File: src/rtl/ibex_multdiv_timing_ctrl.sv
// Sequencing controller in front of the shared ibex multiplier/divider datapath.
// In data-independent timing mode it pads every result to a fixed per-class latency.
module ibex_multdiv_timing_ctrl #(
  parameter int unsigned MulCycles = 3,
  parameter int unsigned DivCycles = 37
) (
  input  logic        clk_i,
  input  logic        rst_ni,
  input  logic        req_valid_i,
  output logic        req_ready_o,
  input  logic [1:0]  req_op_i,
  input  logic        data_ind_timing_i,
  input  logic        kill_i,
  output logic        md_en_o,
  output logic        md_ready_o,
  input  logic        md_valid_i,
  input  logic [31:0] md_result_i,
  output logic        result_valid_o,
  input  logic        result_ready_i,
  output logic [31:0] result_o,
  output logic        busy_o,
  output logic        overrun_o
);

  typedef enum logic [1:0] {
    MD_OP_MULL = 2'b00,
    MD_OP_MULH = 2'b01,
    MD_OP_DIV  = 2'b10,
    MD_OP_REM  = 2'b11
  } md_op_e;

  typedef enum logic [1:0] {
    IDLE = 2'b00,
    RUN  = 2'b01,
    HOLD = 2'b10,
    RESP = 2'b11
  } state_e;

  localparam logic [5:0] MulTarget = 6'(MulCycles);
  localparam logic [5:0] DivTarget = 6'(DivCycles);
  localparam logic [5:0] CntMax    = 6'd63;

  state_e      state_q, state_d;
  logic [5:0]  cnt_q, cnt_d;
  logic [5:0]  target_q, target_d;
  logic        dit_q, dit_d;
  logic [31:0] result_q, result_d;
  logic        overrun_q, overrun_d;

  md_op_e      op;
  logic        accept;
  logic [5:0]  cnt_inc;

  assign op          = md_op_e'(req_op_i);
  assign req_ready_o = (state_q == IDLE) && !kill_i;
  assign accept      = req_valid_i && req_ready_o;
  assign cnt_inc     = (cnt_q == CntMax) ? cnt_q : cnt_q + 6'd1;

  assign md_en_o        = (state_q == RUN);
  assign md_ready_o     = (state_q == RUN) && md_valid_i && !kill_i;
  assign result_valid_o = (state_q == RESP);
  assign busy_o         = (state_q != IDLE);
  assign result_o       = result_q;
  assign overrun_o      = overrun_q;

  // kill_i overrides every state; result and overrun flag survive it.
  always_comb begin
    state_d   = state_q;
    cnt_d     = cnt_q;
    target_d  = target_q;
    dit_d     = dit_q;
    result_d  = result_q;
    overrun_d = overrun_q;

    if (kill_i) begin
      state_d = IDLE;
    end else begin
      case (state_q)
        IDLE: begin
          if (accept) begin
            state_d  = RUN;
            cnt_d    = 6'd1;
            target_d = (op == MD_OP_DIV || op == MD_OP_REM) ? DivTarget : MulTarget;
            dit_d    = data_ind_timing_i;
          end
        end
        RUN: begin
          cnt_d = cnt_inc;
          if (md_valid_i) begin
            result_d = md_result_i;
            if (dit_q && (cnt_q < target_q)) begin
              state_d = HOLD;
            end else begin
              state_d = RESP;
              if (dit_q && (cnt_q > target_q)) begin
                overrun_d = 1'b1;
              end
            end
          end else if (dit_q && (cnt_q == CntMax)) begin
            overrun_d = 1'b1;
          end
        end
        HOLD: begin
          cnt_d = cnt_inc;
          if (cnt_q >= target_q) begin
            state_d = RESP;
          end
        end
        RESP: begin
          if (result_ready_i) begin
            state_d = IDLE;
          end
        end
        default: state_d = IDLE;
      endcase
    end
  end

  always_ff @(posedge clk_i or negedge rst_ni) begin
    if (!rst_ni) begin
      state_q   <= IDLE;
      cnt_q     <= 6'd0;
      target_q  <= 6'd0;
      dit_q     <= 1'b0;
      result_q  <= 32'd0;
      overrun_q <= 1'b0;
    end else begin
      state_q   <= state_d;
      cnt_q     <= cnt_d;
      target_q  <= target_d;
      dit_q     <= dit_d;
      result_q  <= result_d;
      overrun_q <= overrun_d;
    end
  end

endmodule

File: config.mk
export PLATFORM = sky130hd
export DESIGN_NAME = ibex_multdiv_timing_ctrl
export DESIGN_NICKNAME = d
export VERILOG_FILES = /design/src/rtl/ibex_multdiv_timing_ctrl.sv
export SDC_FILE = /design/constraint.sdc
export NUM_CORES = 1
export LEC_CHECK = 0
export BUFFER_PORTS_ARGS = -buffer_cell sky130_fd_sc_hd__buf_4
export CORE_UTILIZATION = 44
export DETAILED_ROUTE_END_ITERATION = 16
export GPL_ROUTABILITY_DRIVEN = 0
export GPL_TIMING_DRIVEN = 0
export HOLD_SLACK_MARGIN = 0.05
export PLACE_DENSITY = 0.72
export SYNTH_ARGS = -nofsm -noshare
export SYNTH_HDL_FRONTEND = slang
export SYNTH_SLANG_ARGS = --single-unit
File: constraint.sdc
create_clock -name clk_i -period 3.8 [get_ports clk_i]
set_input_delay 0.19 -clock clk_i [delete_from_list [all_inputs] [get_ports clk_i]]
set_output_delay 0.19 -clock clk_i [all_outputs]
set_load 0.05 [all_outputs]
==> results of run 1 <==
cells in the mapped netlist (all sizes together) (3+ instances only):
| master | number |
|---|---|
| a21oi | 3 |
| and3 | 4 |
| buf | 4 |
| dfrtp | 45 |
| ha | 9 |
| inv | 10 |
| mux2 | 35 |
| nand2 | 5 |
| nand4 | 4 |
| nor2 | 9 |
| nor3 | 3 |
| xor2 | 4 |
metrics by stage:
stage                     util, %  power, W
after floorplan                 -   0.00213
after global placement       60.0   0.00259
after detailed placement     60.0   0.00261
after CTS                    61.9   0.00290
after global routing         61.9   0.00303
final                        61.9   0.00288
power breakdown:
part / internal (W) / total [W] / leakage, nW / switching (W)
clock network: 0.000128 / 0.000277 / 0.0450 / 0.000149
registers: 0.000698 / 0.000839 / 0.545 / 0.000140
logic: 0.000681 / 0.00176 / 0.893 / 0.00108
total: 0.00151 / 0.00288 / 1.48 / 0.00137
cells by family (layout without fill, tap and decap cells):
kind of cell | count (synthesis) | count (layout) | synth area share [%]
AOI/OAI and AO/OA | 12 | 12 | 5.43
xor gates and xnor gates | 4 | 4 | 1.60
adders and majority gates | 9 | 9 | 5.14
buffers and inverters | 14 | 100 | 3.48
DFF | 45 | 45 | 51.4
muxes | 37 | 37 | 23.7
and+or+nand+nor | 35 | 35 | 9.25
worst min path at each step:
stage	start	end	slack, ps	cells after the start
after CTS	req_op_i[1]	target_q[1]$_DFFE_PN0P_	80	2
after global routing	req_op_i[1]	target_q[1]$_DFFE_PN0P_	70	2
after floorplan	rst_ni	cnt_q[0]$_DFFE_PN0P_	-110	0
after global placement	rst_ni	result_o[25]$_DFFE_PN0P_	220	1
after detailed placement	rst_ni	result_o[22]$_DFFE_PN0P_	220	1
final	req_op_i[1]	target_q[1]$_DFFE_PN0P_	80	2
worst max-delay path, stage by stage, from the launching register on:
cell	delay, ps
dfrtp_1	410
inv_1	110
ha_1	240
and3_1	200
buf_2	230
buf_6	200
buf_4	220
state kept, by name (all words and copies together) (netlist names):
name / flops
target_q: 3
overrun_o: 1
result_o: 32
state_q: 2
cnt_q: 6
dit_q: 1
cell type report:
type | count | area (sq um)
inverter | 10 | 37.5
timing repair buffer | 78 | 588
multi-input combinational | 97 | 988
tap | 67 | 83.8
clock buffer | 6 | 72.6
fill | 398 | 1810
clock inverter | 2 | 10.0
sequential | 45 | 1130
buffer | 4 | 38.8
per-layer routing:
metal / track usage (%) / vias to the layer above / part of all wire [%]
met3: 3.47 / 6 / 3.9
met1: 20.9 / 738 / 45
met5: 0 / - / 0
li1: - / 719 / -
met4: 6.10 / 0 / 1.6
met2: 26.8 / 42 / 49
repair_timing:
action | 4_1_cts | 5_1_grt
hold buffers | 1 | 0
gates resized for setup | 0 | 0
hold endpoints to repair | 45 | 0
==> flow_summary.toml, run 1 <==
[route]
dr_total_vias = 1505
routed_wl_um = 4270
post_drt_via_cell_ratio = 4.87
drt_first_pass_iters = 4
route.detailed.drc = 0
dr.first_iter.drc_count = 48
final_antenna_net_count = 0
avgRoutedWirePerCell_um = 13.8

[sta]
fin_tns_setup_ps = 0
max_freq_mhz = 481
holdWs_ps = 82.4
slew_headroom_pct = 63.3
final-setup-viol-count = 0
rsz0062_at_grt = "false"
hold_viol_final = 0
min_period_ps = 2080
worst_slew_pin_slew_ps = 551
skew_ps = 9.78
slew_viol_final = 0
final.period_utilization_pct = 54.7
fin_ws_ps = 1720

[setup_path]
r2r-end = "state_q[1]$_DFFE_PN0P_"
arrival_ps = 1890
crit_path_start = "state_q[1]$_DFFE_PN0P_"
path_class = "reg2out"
cp-endpoint = "md_ready_o"
endpoint_kind = "primary output"
reg2regPathDepth = 7
cp-start-kind = "flop"
critical_path_required_ps = 3610
r2r_start = "state_q[0]$_DFFE_PN0P_"
crit_fanout = 10
r2r_slack_ps = 1930

[clock_network]
cts_buffers = 5
cts_tree = "done"
clk_latency_ps = 290
cts.reportedPaths.clkPinSlew_ps = 80
post_cts_buffers = 0
clock_sinks = 45
cts_buffer_depth = 2
cts-root-buf = "clkbuf_8"
cts_max_level = 2

[placed_design]
dp.cells = 300
dp_hpwl_um = 3250
place_area_sq_um = 2850
dp_slack_ps = 1940
portBuffers = 77

[floorplanning]
ios = 79
die-height_um = 72.6
dieArea_sq_um = 5270
die_w_um = 72.6
start_util_pct = 46.1
rows = 25
coreArea_sq_um = 4750

[power_and_ir_drop]
p_per_area_nw_per_um2 = 977
leakagePower_nw = 1.48
ir_drop_mv = 0.410

[flow_run]
cap_violations = 0

[logic_synthesis]
synth_area_leaders = "dfrtp_1, mux2_4, ha_1"
synth_nets = 206
synthCells = 156
ys_seq_area_share_pct = 51.4
ys_warn_count = 0
synth_area_per_cell_sq_um = 14.0
synth_top_cell_by_area = "dfrtp_1"
ys_ff_latch = 45
synth_flop_cell = "dfrtp_1"
mappedNetlistArea_sq_um = 2190
synthArstFlopShare_pct = 100
yosysTopAreaCellShare_pct = 51.4
synth_edf_count = 0
synth.distinct_cells = 33

[worst_hold_path]
hold_class = "in2reg"

[outcome]
status = "complete, no violations"

[global_routing]
grt.overflow.total = 0
grt_use_total_pct = 16.2
grt_pass1_wl_um = 6580
antenna_found_initial = 0
grt_pass1_vias = 1483
grt_max_degree = 46

[final_layout]
final_nets = 291
layout_common_cells = "buf_4, dfrtp_1, mux2_4"
final_common_cell = "buf_4"
drive_above_1_share_pct = 54.5
final_area_sq_um = 2950
areaGrowthSynthToFinish_pct = 34.4
stdcell_count = 309
num_antenna_cells = 0
Note: power is estimated with default switching activity, not from simulation.
==> run 2, diff against run 1 <==
--- a/config.mk
+++ b/config.mk
@@ -11,7 +11,7 @@
 export GPL_ROUTABILITY_DRIVEN = 0
 export GPL_TIMING_DRIVEN = 0
 export HOLD_SLACK_MARGIN = 0.05
-export PLACE_DENSITY = 0.72
+export PLACE_DENSITY = 0.75
 export SYNTH_ARGS = -nofsm -noshare
 export SYNTH_HDL_FRONTEND = slang
 export SYNTH_SLANG_ARGS = --single-unit
==> constraint.sdc (replaced) <==
create_clock -name clk_i -period 1.7 [get_ports clk_i]
set_input_delay 0.085 -clock clk_i [delete_from_list [all_inputs] [get_ports clk_i]]
set_output_delay 0.085 -clock clk_i [all_outputs]
set_load 0.05 [all_outputs]
==> run 2 against run 1 <==
Effect of this change:
- global-route usage is 6.2 points higher
- die area stayed put
- clock power grew to 2.5 times the previous value
- the run now ends with setup timing left
- cell count is 16% higher
- via count is 19% higher
- register-to-register slack worse by 2000 ps
- first-iteration DRC count grew to 2.8 times the previous value
- utilization is 12 points higher
- design area is 20% higher
- worst hold slack better by 3.9 ps
- largest cell class unchanged
- largest power group unchanged
- count of clock-buffer cells in the layout is 1 lower
- critical path depth is 1 higher
==> flow_summary.toml, run 2 (synthesized netlist as in run 1, its figures left out) <==
[global_routing]
grt.overflow.total = 0
grt_pass1_vias = 1710
antenna_found_initial = 0
grt_pass1_wl_um = 8720
grt_max_degree = 46
grt_use_total_pct = 22.4

[sta]
final-setup-viol-count = 1
slew_headroom_pct = 62.1
fin_ws_ps = -21.9
rsz0062_at_grt = "true"
holdWs_ps = 86.2
final.period_utilization_pct = 101
skew_ps = 11.9
max_freq_mhz = 581
slew_viol_final = 0
min_period_ps = 1720
hold_viol_final = 0
worst_slew_pin_slew_ps = 569

[clock_network]
cts_tree = "done"
clock_sinks = 45
cts.reportedPaths.clkPinSlew_ps = 90
cts-root-buf = "clkbuf_8"
cts_buffers = 5
cts_buffer_depth = 2
cts_max_level = 2
clk_latency_ps = 310

[route]
drt_first_pass_iters = 4
route.detailed.drc = 0
dr.first_iter.drc_count = 132
post_drt_via_cell_ratio = 5.02
final_antenna_net_count = 0
routed_wl_um = 6430
dr_total_vias = 1793
avgRoutedWirePerCell_um = 18.0

[placed_design]
dp_slack_ps = -37.8
dp.cells = 300
portBuffers = 77
dp_hpwl_um = 3280

[floorplanning]
dieArea_sq_um = 5270
rows = 25
ios = 79
die-height_um = 72.6
coreArea_sq_um = 4750
die_w_um = 72.6
start_util_pct = 46.1

[setup_path]
arrival_ps = 1920
cp-start-kind = "flop"
path_class = "reg2reg"
crit_fanout = 5
endpoint_kind = "flop"
critical_path_required_ps = 1900

[final_layout]
final_nets = 339
drive_above_1_share_pct = 56.9
areaGrowthSynthToFinish_pct = 61.5
final_common_cell = "buf_4"
num_antenna_cells = 0
largest_reg_flops = 32
layout_common_cells = "buf_4, dfrtp_1, dlygate4sd3_1"
stdcell_count = 357

[outcome]
violations = "setup timing"
status = "finished with violations"

[power_and_ir_drop]
ir_drop_mv = 0.832
leakagePower_nw = 1.71
p_per_area_nw_per_um2 = 2030

[worst_hold_path]
hold_class = "in2reg"

[flow_run]
cap_violations = 0
## run 2: area by class of cell
cell class / instances / area (sq um)
multi-input cells: 97 / 1080
repair buffers: 126 / 1060
inverters: 10 / 41.3
flip-flops and latches: 45 / 1130
clock inverters: 3 / 21.3
plain buffers: 4 / 53.8
well taps: 67 / 83.8
fillers: 302 / 1220
clock buffers: 5 / 68.8
## run 2: routing by layer
layer | vias to the layer above | GRT usage (%) | part of all wire, % | routed length, um
met2 | 56 | 40.2 | 55 | 3520
met4 | 0 | 8.50 | 2.9 | 187
li1 | 817 | - | - | -
met3 | 15 | 5.14 | 5.0 | 324
met5 | - | 0 | 0 | 0
met1 | 905 | 25.9 | 37 | 2410
## run 2: timing repair
action	4_1_cts	5_1_grt
pin swaps	1	8
hold buffers	36	0
setup buffers	2	11
endpoints found under the hold margin	82	0
setup endpoints to repair	3	9
resized for setup	7	9
## run 2: worst max-delay path: stages (launching register included)
cell,delay (ps)
dfrtp_2,450
inv_2,70
ha_4,170
nor2b_4,140
a221o_1,310
a31oi_4,200
mux2i_1,210
nor2_1,60
## run 2: path summary, 6_finish.rpt
path,from,end,slack (ps),cells after the start
max in group asynchronous,rst_ni,cnt_q[1]$_DFFE_PN0P_,960,2
max,state_q[0]$_DFFE_PN0P_,state_q[1]$_DFFE_PN0P_,-20,7
min in group asynchronous,rst_ni,result_o[26]$_DFFE_PN0P_,310,2
min,req_valid_i,target_q[0]$_DFFE_PN0P_,90,3
max reg2reg,state_q[0]$_DFFE_PN0P_,state_q[1]$_DFFE_PN0P_,-20,7
min reg2reg,target_q[0]$_DFFE_PN0P_,target_q[0]$_DFFE_PN0P_,480,1
## run 2: through the flow
| step | cell area (sq um) | utilization, % | TNS (ps) | power, W |
|---|---|---|---|---|
| after detailed placement | 2910 | 61.2 | -37.8 | 0.00597 |
| after global placement | 2910 | 61.2 | -9.10 | 0.00593 |
| final | 3540 | 74.4 | -21.9 | 0.00719 |
| after CTS | 3410 | 71.8 | 0 | 0.00685 |
| after floorplan | 2250 | - | -737 | 0.00490 |
| after global routing | 3540 | 74.4 | -521 | 0.00749 |
## run 2: where the power goes
| part | switching (W) | total, W | internal [W] |
|---|---|---|---|
| Sequential | 0.000357 | 0.00192 | 0.00156 |
| Clock | 0.000412 | 0.000705 | 0.000293 |
| Combinational | 0.00271 | 0.00456 | 0.00185 |
| Total | 0.00348 | 0.00719 | 0.00371 |
==> run 3, diff against run 2 <==
--- a/config.mk
+++ b/config.mk
@@ -12,6 +12,7 @@
 export GPL_TIMING_DRIVEN = 0
 export HOLD_SLACK_MARGIN = 0.05
 export PLACE_DENSITY = 0.75
+export REMOVE_ABC_BUFFERS = 1
 export SYNTH_ARGS = -nofsm -noshare
 export SYNTH_HDL_FRONTEND = slang
 export SYNTH_SLANG_ARGS = --single-unit
==> run 3 against run 2 <==
Effect of this change:
- the run still ends with setup timing left
- non-clock buffer count rose by 8
- clock skew is 7.2 ps lower
- global-route usage grew 2.4 points
- cell count grew 2.2%
- highest routed layer unchanged
- largest power group unchanged
- register-to-register slack about the same
- maximum frequency rose by 0.70%
- via count grew 0.28%
- power is 1.0% higher
==> flow_summary.toml, run 3 (synthesized netlist as in run 1, its figures left out) <==
[outcome]
status = "finished with violations"
violations = "setup timing"

[final_layout]
largest_reg_flops = 32
final_nets = 347
filler_cell_count = 316
areaGrowthSynthToFinish_pct = 64.7
num_antenna_cells = 0
drive_above_1_share_pct = 57.4
final_area_sq_um = 3610
fin_util_pct = 75.9
layout_common_cells = "buf_4, dfrtp_1, dlygate4sd3_1"
final_common_cell = "buf_4"
stdcell_count = 365

[placed_design]
place_area_sq_um = 2840
dp.cells = 297
portBuffers = 77
dp_hpwl_um = 3200

[global_routing]
grt_use_total_pct = 24.8
antenna_found_initial = 0
grt_pass1_wl_um = 9520
grt.overflow.total = 0
grt_pass1_vias = 1916
grt_max_degree = 46

[sta]
slew_viol_final = 0
skew_ps = 4.71
fin_ws_ps = -9.86
hold_viol_final = 0
slew_headroom_pct = 62.0
max_freq_mhz = 585
worst_slew_pin_slew_ps = 571
holdWs_ps = 238
min_period_ps = 1710
final.period_utilization_pct = 101
rsz0062_at_grt = "true"
final-setup-viol-count = 2

[route]
avgRoutedWirePerCell_um = 16.9
post_drt_via_cell_ratio = 4.93
drt_first_pass_iters = 4
routed_wl_um = 6150
route.detailed.drc = 0
dr_total_vias = 1798
final_antenna_net_count = 0
dr.first_iter.drc_count = 49

[flow_run]
cap_violations = 0

[setup_path]
path_class = "reg2reg"
critical_path_required_ps = 1880
arrival_ps = 1890
cp-start-kind = "flop"
endpoint_kind = "flop"
crit_fanout = 14

[floorplanning]
ios = 79
coreArea_sq_um = 4750
die_w_um = 72.6
start_util_pct = 46.1
die-height_um = 72.6
rows = 25
dieArea_sq_um = 5270

[power_and_ir_drop]
switching_share_pct = 47.1
internal_power_w = 0.00384
ir_drop_mv = 1.61
power_frac_seq_pct = 26.7
p_per_area_nw_per_um2 = 2010
pwr-share-comb_pct = 64.5
power_w = 0.00726
leakagePower_nw = 1.74
pwr-share-clk_pct = 8.8
p_switching_w = 0.00342

[clock_network]
clock_sinks = 45
cts_max_level = 2
cts.reportedPaths.clkPinSlew_ps = 80
clk_latency_ps = 290
cts_tree = "done"
cts-root-buf = "clkbuf_8"
cts_buffer_depth = 2
cts_buffers = 5

[worst_hold_path]
hold_class = "in2reg"
==> run 3: changes by cell type in the layout (fill, tap and decap cells not counted), sizes merged <==
cell / change
clkinvlp: -2
clkinv: -1
clkbuf: +3
buf: +8
==> run 3: metal layers <==
metal / global-route usage, % / routed length [um]
met3: 7.64 / 350
met1: 28.2 / 2480
met2: 43.2 / 3180
met5: 0 / 0
met4: 10.2 / 140
==> run 3: worst paths after layout <==
check	start	to	slack (ps)	cells past startpoint
max	state_q[0]$_DFFE_PN0P_	result_o[12]$_DFFE_PN0P_	-10	6
max in group asynchronous	rst_ni	cnt_q[1]$_DFFE_PN0P_	960	2
min reg2reg	target_q[0]$_DFFE_PN0P_	target_q[0]$_DFFE_PN0P_	480	1
min	req_valid_i	target_q[0]$_DFFE_PN0P_	240	3
max reg2reg	state_q[0]$_DFFE_PN0P_	result_o[12]$_DFFE_PN0P_	-10	6
min in group asynchronous	rst_ni	result_o[11]$_DFFE_PN0P_	330	2
==> run 3: power by group through the flow <==
stage	registers, W	logic (W)	clock network, W
CTS	0.00188	0.00432	0.000647
global route	0.00198	0.00490	0.000692
global placement	0.00190	0.00387	0
detailed placement	0.00189	0.00395	0
finish	0.00194	0.00469	0.000636
floorplan	0.00324	0.00151	0
==> run 3: layout make-up <==
| type | instances | area (sq um) | share of cell area [%] |
|---|---|---|---|
| Sequential cell | 45 | 1130 | 31.3 |
| Timing Repair Buffer | 138 | 1180 | 32.8 |
| Inverter | 10 | 37.5 | 1.04 |
| Multi-Input combinational cell | 97 | 1090 | 30.3 |
| Tap cell | 67 | 83.8 | 2.32 |
| Clock buffer | 8 | 80.1 | 2.22 |
==> run 3: metrics by stage <==
stage,TNS (ps),setup WS [ps]
2_1_floorplan,-53460,-1510
3_3_place_gp,-39290,-1230
3_5_place_dp,-3310,-166
4_1_cts,-17.3,-9.92
5_1_grt,-379,-74.8
6_report,-14.9,-9.86
==> run 3: what timing repair did <==
item / CTS / global route
pin swaps: 2 / 13
gates resized for setup: 11 / 19
buffers inserted: 14 / 9
endpoints found under the hold margin: 82 / 0
endpoints found under the setup margin: 37 / 28
gates cloned: 1 / 0
hold buffers: 36 / 0
==> run 3: worst max-delay path, cell delays in order (launching register included) <==
cell,delay (ps)
dfrtp_1,420
buf_4,150
ha_4,150
and3_4,250
buf_12,180
buf_4,130
mux2_4,290
